`src/rtl/data_mov_unit.sv`:
```
// data_mov_unit: execute-stage data-movement unit (MV, LDW, STW, PUSH, POP).
// Owns the stack pointer and talks to memory over a req/ack handshake with
// a bounded wait. Every output is registered.
//
// state  | meaning
// -------+-----------------------------------------------------------------
// S_IDLE | waiting for start; operands latched and checks made on accept
// S_MEM  | mem_req held; waiting for mem_ack or the timeout
// S_DONE | one cycle to emit done/fault/reg_we, then back to S_IDLE
module data_mov_unit #(
    parameter int                 DATA_W      = 32,
    parameter int                 ADDR_W      = 32,
    parameter int                 IMM_W       = 16,
    parameter logic [ADDR_W-1:0]  STACK_BASE  = ADDR_W'(32'h0000_1000),
    parameter logic [ADDR_W-1:0]  STACK_LIMIT = ADDR_W'(32'h0000_0800),
    parameter int                 TIMEOUT     = 16
) (
    input  logic              clk,
    input  logic              rst_n,
    input  logic              start,
    input  logic [4:0]        opcode,
    input  logic              has_imm,
    input  logic [IMM_W-1:0]  imm,
    input  logic [DATA_W-1:0] x,
    output logic              busy,
    output logic              done,
    output logic              fault,
    output logic              reg_we,
    output logic [DATA_W-1:0] y,
    output logic              mem_req,
    output logic              mem_we,
    output logic [ADDR_W-1:0] mem_addr,
    output logic [DATA_W-1:0] mem_wdata,
    input  logic [DATA_W-1:0] mem_rdata,
    input  logic              mem_ack,
    output logic [ADDR_W-1:0] rsp
);

    localparam int BYTES = DATA_W / 8;
    localparam int CNT_W = $clog2(TIMEOUT + 1);

    localparam logic [4:0] OP_LDW  = 5'b00001;
    localparam logic [4:0] OP_STW  = 5'b00010;
    localparam logic [4:0] OP_MV   = 5'b00011;
    localparam logic [4:0] OP_PUSH = 5'b10011;
    localparam logic [4:0] OP_POP  = 5'b10100;

    typedef enum logic [1:0] {
        S_IDLE = 2'd0,
        S_MEM  = 2'd1,
        S_DONE = 2'd2
    } state_t;

    state_t             state, state_nxt;
    logic [4:0]         op_q, op_nxt;
    logic               err_q, err_nxt;
    logic [CNT_W-1:0]   cnt, cnt_nxt;

    logic               busy_nxt, done_nxt, fault_nxt, reg_we_nxt;
    logic [DATA_W-1:0]  y_nxt;
    logic               mem_req_nxt, mem_we_nxt;
    logic [ADDR_W-1:0]  mem_addr_nxt;
    logic [DATA_W-1:0]  mem_wdata_nxt;
    logic [ADDR_W-1:0]  rsp_nxt;

    logic [DATA_W-1:0]  src;
    logic [ADDR_W-1:0]  imm_addr;
    logic [ADDR_W-1:0]  rsp_dec;
    logic [ADDR_W-1:0]  rsp_inc;
    logic               is_wb_op;

    assign src      = has_imm ? DATA_W'(imm) : x;
    assign imm_addr = ADDR_W'(imm);
    assign rsp_dec  = rsp - ADDR_W'(BYTES);
    assign rsp_inc  = rsp + ADDR_W'(BYTES);
    assign is_wb_op = (op_q == OP_MV) || (op_q == OP_LDW) || (op_q == OP_POP);

    // State register plus all registered outputs; reset aborts any transaction.
    always_ff @(posedge clk) begin
        if (!rst_n) begin
            state     <= S_IDLE;
            op_q      <= '0;
            err_q     <= 1'b0;
            cnt       <= '0;
            busy      <= 1'b0;
            done      <= 1'b0;
            fault     <= 1'b0;
            reg_we    <= 1'b0;
            y         <= '0;
            mem_req   <= 1'b0;
            mem_we    <= 1'b0;
            mem_addr  <= '0;
            mem_wdata <= '0;
            rsp       <= STACK_BASE;
        end else begin
            state     <= state_nxt;
            op_q      <= op_nxt;
            err_q     <= err_nxt;
            cnt       <= cnt_nxt;
            busy      <= busy_nxt;
            done      <= done_nxt;
            fault     <= fault_nxt;
            reg_we    <= reg_we_nxt;
            y         <= y_nxt;
            mem_req   <= mem_req_nxt;
            mem_we    <= mem_we_nxt;
            mem_addr  <= mem_addr_nxt;
            mem_wdata <= mem_wdata_nxt;
            rsp       <= rsp_nxt;
        end
    end

    // Next-state decode and next values for every registered output.
    always_comb begin
        state_nxt     = state;
        op_nxt        = op_q;
        err_nxt       = err_q;
        cnt_nxt       = cnt;
        busy_nxt      = busy;
        done_nxt      = 1'b0;
        fault_nxt     = 1'b0;
        reg_we_nxt    = 1'b0;
        y_nxt         = y;
        mem_req_nxt   = mem_req;
        mem_we_nxt    = mem_we;
        mem_addr_nxt  = mem_addr;
        mem_wdata_nxt = mem_wdata;
        rsp_nxt       = rsp;

        unique case (state)
            S_IDLE: begin
                if (start) begin
                    busy_nxt  = 1'b1;
                    op_nxt    = opcode;
                    err_nxt   = 1'b0;
                    cnt_nxt   = '0;
                    state_nxt = S_DONE;
                    case (opcode)
                        OP_MV: begin
                            y_nxt = src;
                        end
                        OP_LDW: begin
                            mem_req_nxt  = 1'b1;
                            mem_we_nxt   = 1'b0;
                            mem_addr_nxt = imm_addr;
                            state_nxt    = S_MEM;
                        end
                        OP_STW: begin
                            mem_req_nxt   = 1'b1;
                            mem_we_nxt    = 1'b1;
                            mem_addr_nxt  = imm_addr;
                            mem_wdata_nxt = x;
                            state_nxt     = S_MEM;
                        end
                        OP_PUSH: begin
                            if (rsp_dec < STACK_LIMIT) begin
                                err_nxt = 1'b1;
                            end else begin
                                mem_req_nxt   = 1'b1;
                                mem_we_nxt    = 1'b1;
                                mem_addr_nxt  = rsp_dec;
                                mem_wdata_nxt = src;
                                state_nxt     = S_MEM;
                            end
                        end
                        OP_POP: begin
                            if (rsp >= STACK_BASE) begin
                                err_nxt = 1'b1;
                            end else begin
                                mem_req_nxt  = 1'b1;
                                mem_we_nxt   = 1'b0;
                                mem_addr_nxt = rsp;
                                state_nxt    = S_MEM;
                            end
                        end
                        default: begin
                            err_nxt = 1'b1;
                        end
                    endcase
                end
            end
            S_MEM: begin
                if (mem_ack) begin
                    mem_req_nxt = 1'b0;
                    state_nxt   = S_DONE;
                    if (op_q == OP_LDW || op_q == OP_POP) begin
                        y_nxt = mem_rdata;
                    end
                    if (op_q == OP_PUSH) begin
                        rsp_nxt = rsp_dec;
                    end else if (op_q == OP_POP) begin
                        rsp_nxt = rsp_inc;
                    end
                end else if (cnt == CNT_W'(TIMEOUT - 1)) begin
                    mem_req_nxt = 1'b0;
                    err_nxt     = 1'b1;
                    state_nxt   = S_DONE;
                end else begin
                    cnt_nxt = cnt + 1'b1;
                end
            end
            S_DONE: begin
                done_nxt   = 1'b1;
                fault_nxt  = err_q;
                reg_we_nxt = is_wb_op && !err_q;
                busy_nxt   = 1'b0;
                state_nxt  = S_IDLE;
            end
            default: begin
                state_nxt = S_IDLE;
            end
        endcase
    end

endmodule

```
`config.mk`:
```
export PLATFORM = sky130hd
export DESIGN_NAME = data_mov_unit
export DESIGN_NICKNAME = d
export VERILOG_FILES = /design/src/rtl/data_mov_unit.sv
export SDC_FILE = /design/constraint.sdc
export NUM_CORES = 1
export LEC_CHECK = 0
export CAP_MARGIN = 10
export CORE_MARGIN = 4
export CORE_UTILIZATION = 43
export CTS_BUF_LIST = sky130_fd_sc_hd__clkbuf_4 sky130_fd_sc_hd__clkbuf_8 sky130_fd_sc_hd__clkbuf_16
export DETAILED_ROUTE_END_ITERATION = 10
export PLACE_DENSITY = 0.82
export SLEW_MARGIN = 15
export SYNTH_ARGS = -nofsm -noshare
export SYNTH_HDL_FRONTEND = slang
export SYNTH_SLANG_ARGS = --single-unit
```
`constraint.sdc`:
```
create_clock -name clk -period 3.2 [get_ports clk]
set_clock_uncertainty 0.15 [all_clocks]
set_input_delay 0.48 -clock clk [delete_from_list [all_inputs] [get_ports clk]]
set_output_delay 0.48 -clock clk [all_outputs]
set_load 0.02 [all_outputs]
```
== Yosys cells after proc, flatten, opt, wreduce, memory -nomap -nowiden ==
Cells that the tools add are included.
Word-level totals
  flip-flop bits (word level): 147
  input bits: 90
  word-level logic and storage cells: 113
Cells by class
  $add $sub $neg: 3
  $lt $le $gt $ge: 2
  eq/ne operators: 25
  multiplexer cells: 43
  reduce and logical (&&, ||, !) cells: 26
Operators by type and width (number)
  2-to-1 mux 32 bit: 10
  one-hot mux 32 bit (2 select lines): 2
  one-hot mux 32 bit (3 select lines): 1
  adder 32 x 3 -> 32 bit, second input constant: 1
  >= comparator 32 x 13 -> 1 bit, second input constant: 1
  < comparator 32 x 12 -> 1 bit, second input constant: 1
  subtractor 32 x 3 -> 32 bit, second input constant: 1
  equality test 5 bit, second input constant: 4
  != test 2 bit, second input constant: 8
  equality test 5 x 2 -> 1 bit, second input constant: 3
  2-to-1 mux 5 bit: 3
  AND reduction 5 bit: 3
  2-to-1 mux 1 bit: 13
  AND reduction 4 bit: 3
  equality test 5 x 1 -> 1 bit, second input constant: 2
  2-to-1 mux 2 bit: 5
  one-hot mux 5 bit (2 select lines): 1
  != test 3 bit, second input constant: 3
  AND reduction 2 bit: 4
  nonzero test 2 bit: 4
  one-hot mux 1 bit (2 select lines): 3
  one-hot mux 1 bit (3 select lines): 2
  one-hot mux 2 bit (3 select lines): 1
  AND reduction 6 bit: 1
  17 further kinds: 19

== Logic depth before layout (Yosys ltp) ==
  word-level depth: 6
  mapped depth: 15
  mapped depth without buffers: 10

== Worst setup path after synthesis ==
No wires, ideal clock.
  path type: register to register
  from: register rsp[2]
  to: register mem_wdata[10]
  arrival time: 3287 ps
  path slack: -307 ps
  stages on the path, launching flop included: 14
  buffers on the path: 3
  clock period less this slack: 3507 ps
  cell sequence: dfxtp_1 -> clkbuf_1 -> inv_1 -> ha_1 -> or4b_1 -> clkbuf_1 -> or3_1 -> or4_1 -> o311a_1 -> o211a_2 -> o21ai_1 -> nand3_1 -> buf_2 -> o2bb2ai_1
On the way
  cells in the longest elaborated chain, start to end: 4
Ends and longest elaborated chain
  start, declared: line 36  | output logic [ADDR_W-1:0] rsp
  start signal, assigned: line 109  | rsp <= rsp_nxt;
  subtractor 32 x 3 -> 32 bit: line 74  | assign rsp_dec = rsp - ADDR_W'(BYTES);
  < comparator 32 x 12 -> 1 bit: line 156  | if (rsp_dec < STACK_LIMIT) begin
  != test 2 bit (no line)
  AND reduction 4 bit (no line)
  end signal, assigned: line 108  | mem_wdata <= mem_wdata_nxt;
  end, declared: line 33  | output logic [DATA_W-1:0] mem_wdata,
No other way between the ends.
A chain may end at the register's enable or synchronous reset.

== Worst setup path after layout ==
  from: register rsp[2]
  to: register mem_addr[11]
On the way
  cells in the longest elaborated chain, start to end: 4
Ends and longest elaborated chain
  subtractor 32 x 3 -> 32 bit: line 74
  < comparator 32 x 12 -> 1 bit: line 156
  != test 2 bit (no line)
  AND reduction 5 bit (no line)
  end signal, assigned: line 107  | mem_addr <= mem_addr_nxt;
  end, declared: line 32  | output logic [ADDR_W-1:0] mem_addr,
Parallel ways exist; a longest one is shown, timed or not. The select of a mux whose other input is x is not followed.

==> impl_metrics.json <==
{
  "synth_top_cell_area_share_pct": 37.9,
  "place_ws_ns": -0.111,
  "max_slew_margin_pct": 18.5,
  "max_stage_delay_ns": 0.47,
  "final_antenna_net_count": 0,
  "fin_cells": 1467,
  "synth-async-reset-ratio_pct": 0,
  "reg2reg_to": "mem_addr[11]",
  "synth-seq-cells": 145,
  "die_x_um": 141,
  "critPathSlowestCell": "or4b_4",
  "dieArea_um2": 20000,
  "ys_seq_area_share_pct": 37.9,
  "ff_latch_area_um2": 2910,
  "cts_tree": "done",
  "path_clk_slew_ns": 0.07,
  "grtUsageTotal_pct": 27.2,
  "grt_pass1_vias": 8069,
  "via_per_inst": 5.90,
  "yosys_warnings": 0,
  "finalNetCount": 1323,
  "ir_worst_vdd_uv": 362,
  "gp_congestion": 0.963,
  "critPathCapture": "mem_addr[11]",
  "ys_top_cells_by_count": "145 x dfxtp_1, 128 x nor2_1, 99 x nand2_1",
  "final-hold-violation-count": 0,
  "overflow": 0,
  "first_pass_iters": 6,
  "yosysMostFrequentCell": "dfxtp_1",
  "synth_area_um2": 7660,
  "htreeDepth": 4,
  "report.final.slew_viol_count": 0,
  "cts.sink_count": 145,
  "finalSetupViolCount": 12,
  "netlist_instances": 982,
  "synth.area.top_cells": "dfxtp_1 38%, nor2_1 6.3%, a21oi_1 5.8%",
  "leakagePower_nw": 4.11,
  "row_count": 48,
  "grt_use_met3_pct": 5.16,
  "areaGrowthSynthToFinish_pct": 48.7,
  "clock_latency_ns": 0.43,
  "grtUsageMet1_pct": 36.2,
  "clock_path_buffers": 2,
  "violations": "setup timing",
  "startpoint_type": "register",
  "n_fill_cell": 1414,
  "path_max_fanout": 17,
  "io_pins": 224,
  "die_h_um": 141,
  "cts_buffers": 17,
  "route.detailed.drc": 0,
  "drv_cap": 0,
  "period_share_pct": 101,
  "critPathKind": "register to register",
  "n_antenna_cell": 0,
  "synthesis.area_per_instance_um2": 7.80,
  "drt_iter0_drc": 956,
  "use_met2_pct": 44.1,
  "dp.cells": 1421,
  "drive_gt1_share_pct": 14.8,
  "cts-root-buf": "clkbuf_16",
  "multi_input_area_um2": 4500,
  "hold_class": "register to register",
  "routed_wl_um": 28100,
  "synth_ff_type": "dfxtp_1",
  "grt_pass1_wl_um": 44000,
  "cp_data_arrival_time_ns": 3.43,
  "fmax_mhz": 308,
  "worstRegToRegCells": 12,
  "cp-startpoint": "rsp[2]",
  "busiest_layer": "met2",
  "start_util_pct": 44.1,
  "r2r_setup_slack_ns": -0.04,
  "grt_max_degree": 40,
  "wire_per_inst_um": 19.2,
  "hpwl_um": 19500,
  "p_per_area_nw_per_um2": 383,
  "port_buffers": 221,
  "crit-reg2reg-launch": "rsp[2]",
  "status": "finished, violations left",
  "antenna_found_initial": 0,
  "grt_setup_unrepaired": "yes",
  "min_period_ns": 3.24,
  "synth-edff-count": 0,
  "synth_cell_types": 65,
  "core_area_um2": 17400,
  "crit_chain": "inv_4 -> ha_4 -> or4b_4 -> or3_4 -> or4_1 -> o311a_1 -> o211a_4 -> a211oi_4 -> buf_6 -> buf_12 -> nor2_1 -> a211oi_1",
  "worstPathRequired_ns": 3.39,
  "worst_slack_ns": -0.0424,
  "synth_top_area_cell": "dfxtp_1",
  "vias": 8654,
  "end_kind": "register",
  "worst_pin_slew_ns": 1.22
}
-- metrics by stage --
stage	area (µm²)	hold slack, ns	TNS (ns)	util (%)	total power (W)
4_1_cts	11200	0.303	-0.0892	64.6	0.00436
6_report	11400	0.305	-0.238	65.6	0.00437
3_3_place_gp	10500	0.289	-0.686	60.6	0.00238
5_1_grt	11400	0.318	-3.77	65.6	0.00451
3_5_place_dp	10500	0.294	-2.15	60.6	0.00239
2_1_floorplan	7760	0.254	-3.68	-	0.00214
-- layout by cell type (no fill, tap or decap), drive strengths merged, types with 9 or more instances in the layout --
master,n
o2bb2ai,16
nor3b,20
mux2i,17
or3,18
nor2,128
clkdlybuf4s50,220
nor3,46
and2,10
inv,19
a22o,16
xnor2,18
dfxtp,145
nand4,11
nand3,17
or4,9
buf,94
a21oi,90
o211ai,20
a211oi,46
o21ai,41
nor4,15
nand2,100
clkbuf,20
a31oi,10
a22oi,12
-- per-layer routing --
| layer | vias to the layer above | wire length [µm] | share of wire (%) |
|---|---|---|---|
| met1 | 4089 | 11700 | 42 |
| met4 | 0 | 928 | 3.3 |
| met5 | - | 0 | 0 |
| li1 | 4074 | - | - |
| met2 | 417 | 13300 | 47 |
| met3 | 74 | 2130 | 7.6 |
-- power breakdown --
group	internal (W)	switching (W)	leakage, nW	total (W)
clock	0.00115	0.000844	0.286	0.00199
combinational	0.000252	0.000256	2.65	0.000507
sequential	0.00184	0.0000260	1.17	0.00187
total	0.00324	0.00113	4.11	0.00437
-- state kept, by name, summed over array words and instances, names as in the netlist --
signal     flops
busy           1
cnt            5
done           1
err_q          1
fault          1
mem_addr      32
mem_req        1
mem_wdata     32
mem_we         1
op_q           5
reg_we         1
rsp           30
state          2
y             32
-- how the worst min path moves through the flow --
stage | from | to | slack (ns) | depth (start not counted)
detailed placement | y[6] | y[6] | 0.29 | 2
global route | y[11] | y[11] | 0.32 | 2
global placement | y[13] | y[13] | 0.29 | 2
CTS | y[11] | y[11] | 0.30 | 2
finish | y[6] | y[6] | 0.30 | 2
floorplan | err_q | reg_we | 0.25 | 1
-- layout make-up --
class	count	area share, %
clock buffers	19	4.08
flip-flops and latches	145	25.5
inverters	15	0.527
multi-input cells	735	39.5
repair buffers	315	26.8
clock inverters	13	1.07
well taps	225	2.47
-- what timing repair did --
item	in CTS	in global routing
gates cloned	1	2
buffers inserted	5	7
hold buffers	0	0
gates resized for setup	10	29
endpoints found under the setup margin	43	68
pin swaps	3	8
-- critical path: cells and delay by family, from the launching register on --
kind,cells,cell delay (ns)
DFF,1,0.35
and+or+nand+nor,4,1.36
adders and majority gates,1,0.12
buffers and inverters,3,0.40
AOI/OAI and AO/OA,4,0.79
-- logic make-up (layout without fill, tap and decap cells) --
logic type / Yosys count / after routing / synth area share [%]
muxes: 17 / 17 / 2.22
and+or+nand+nor: 402 / 402 / 25.3
adders and majority gates: 5 / 5 / 0.784
AOI/OAI and AO/OA: 284 / 284 / 25.3
xor gates and xnor gates: 25 / 25 / 2.86
buffers and inverters: 103 / 362 / 5.64
other: 1 / 2 / 0.0490
DFF: 145 / 145 / 37.9
Power figures use the tool's default switching activity.
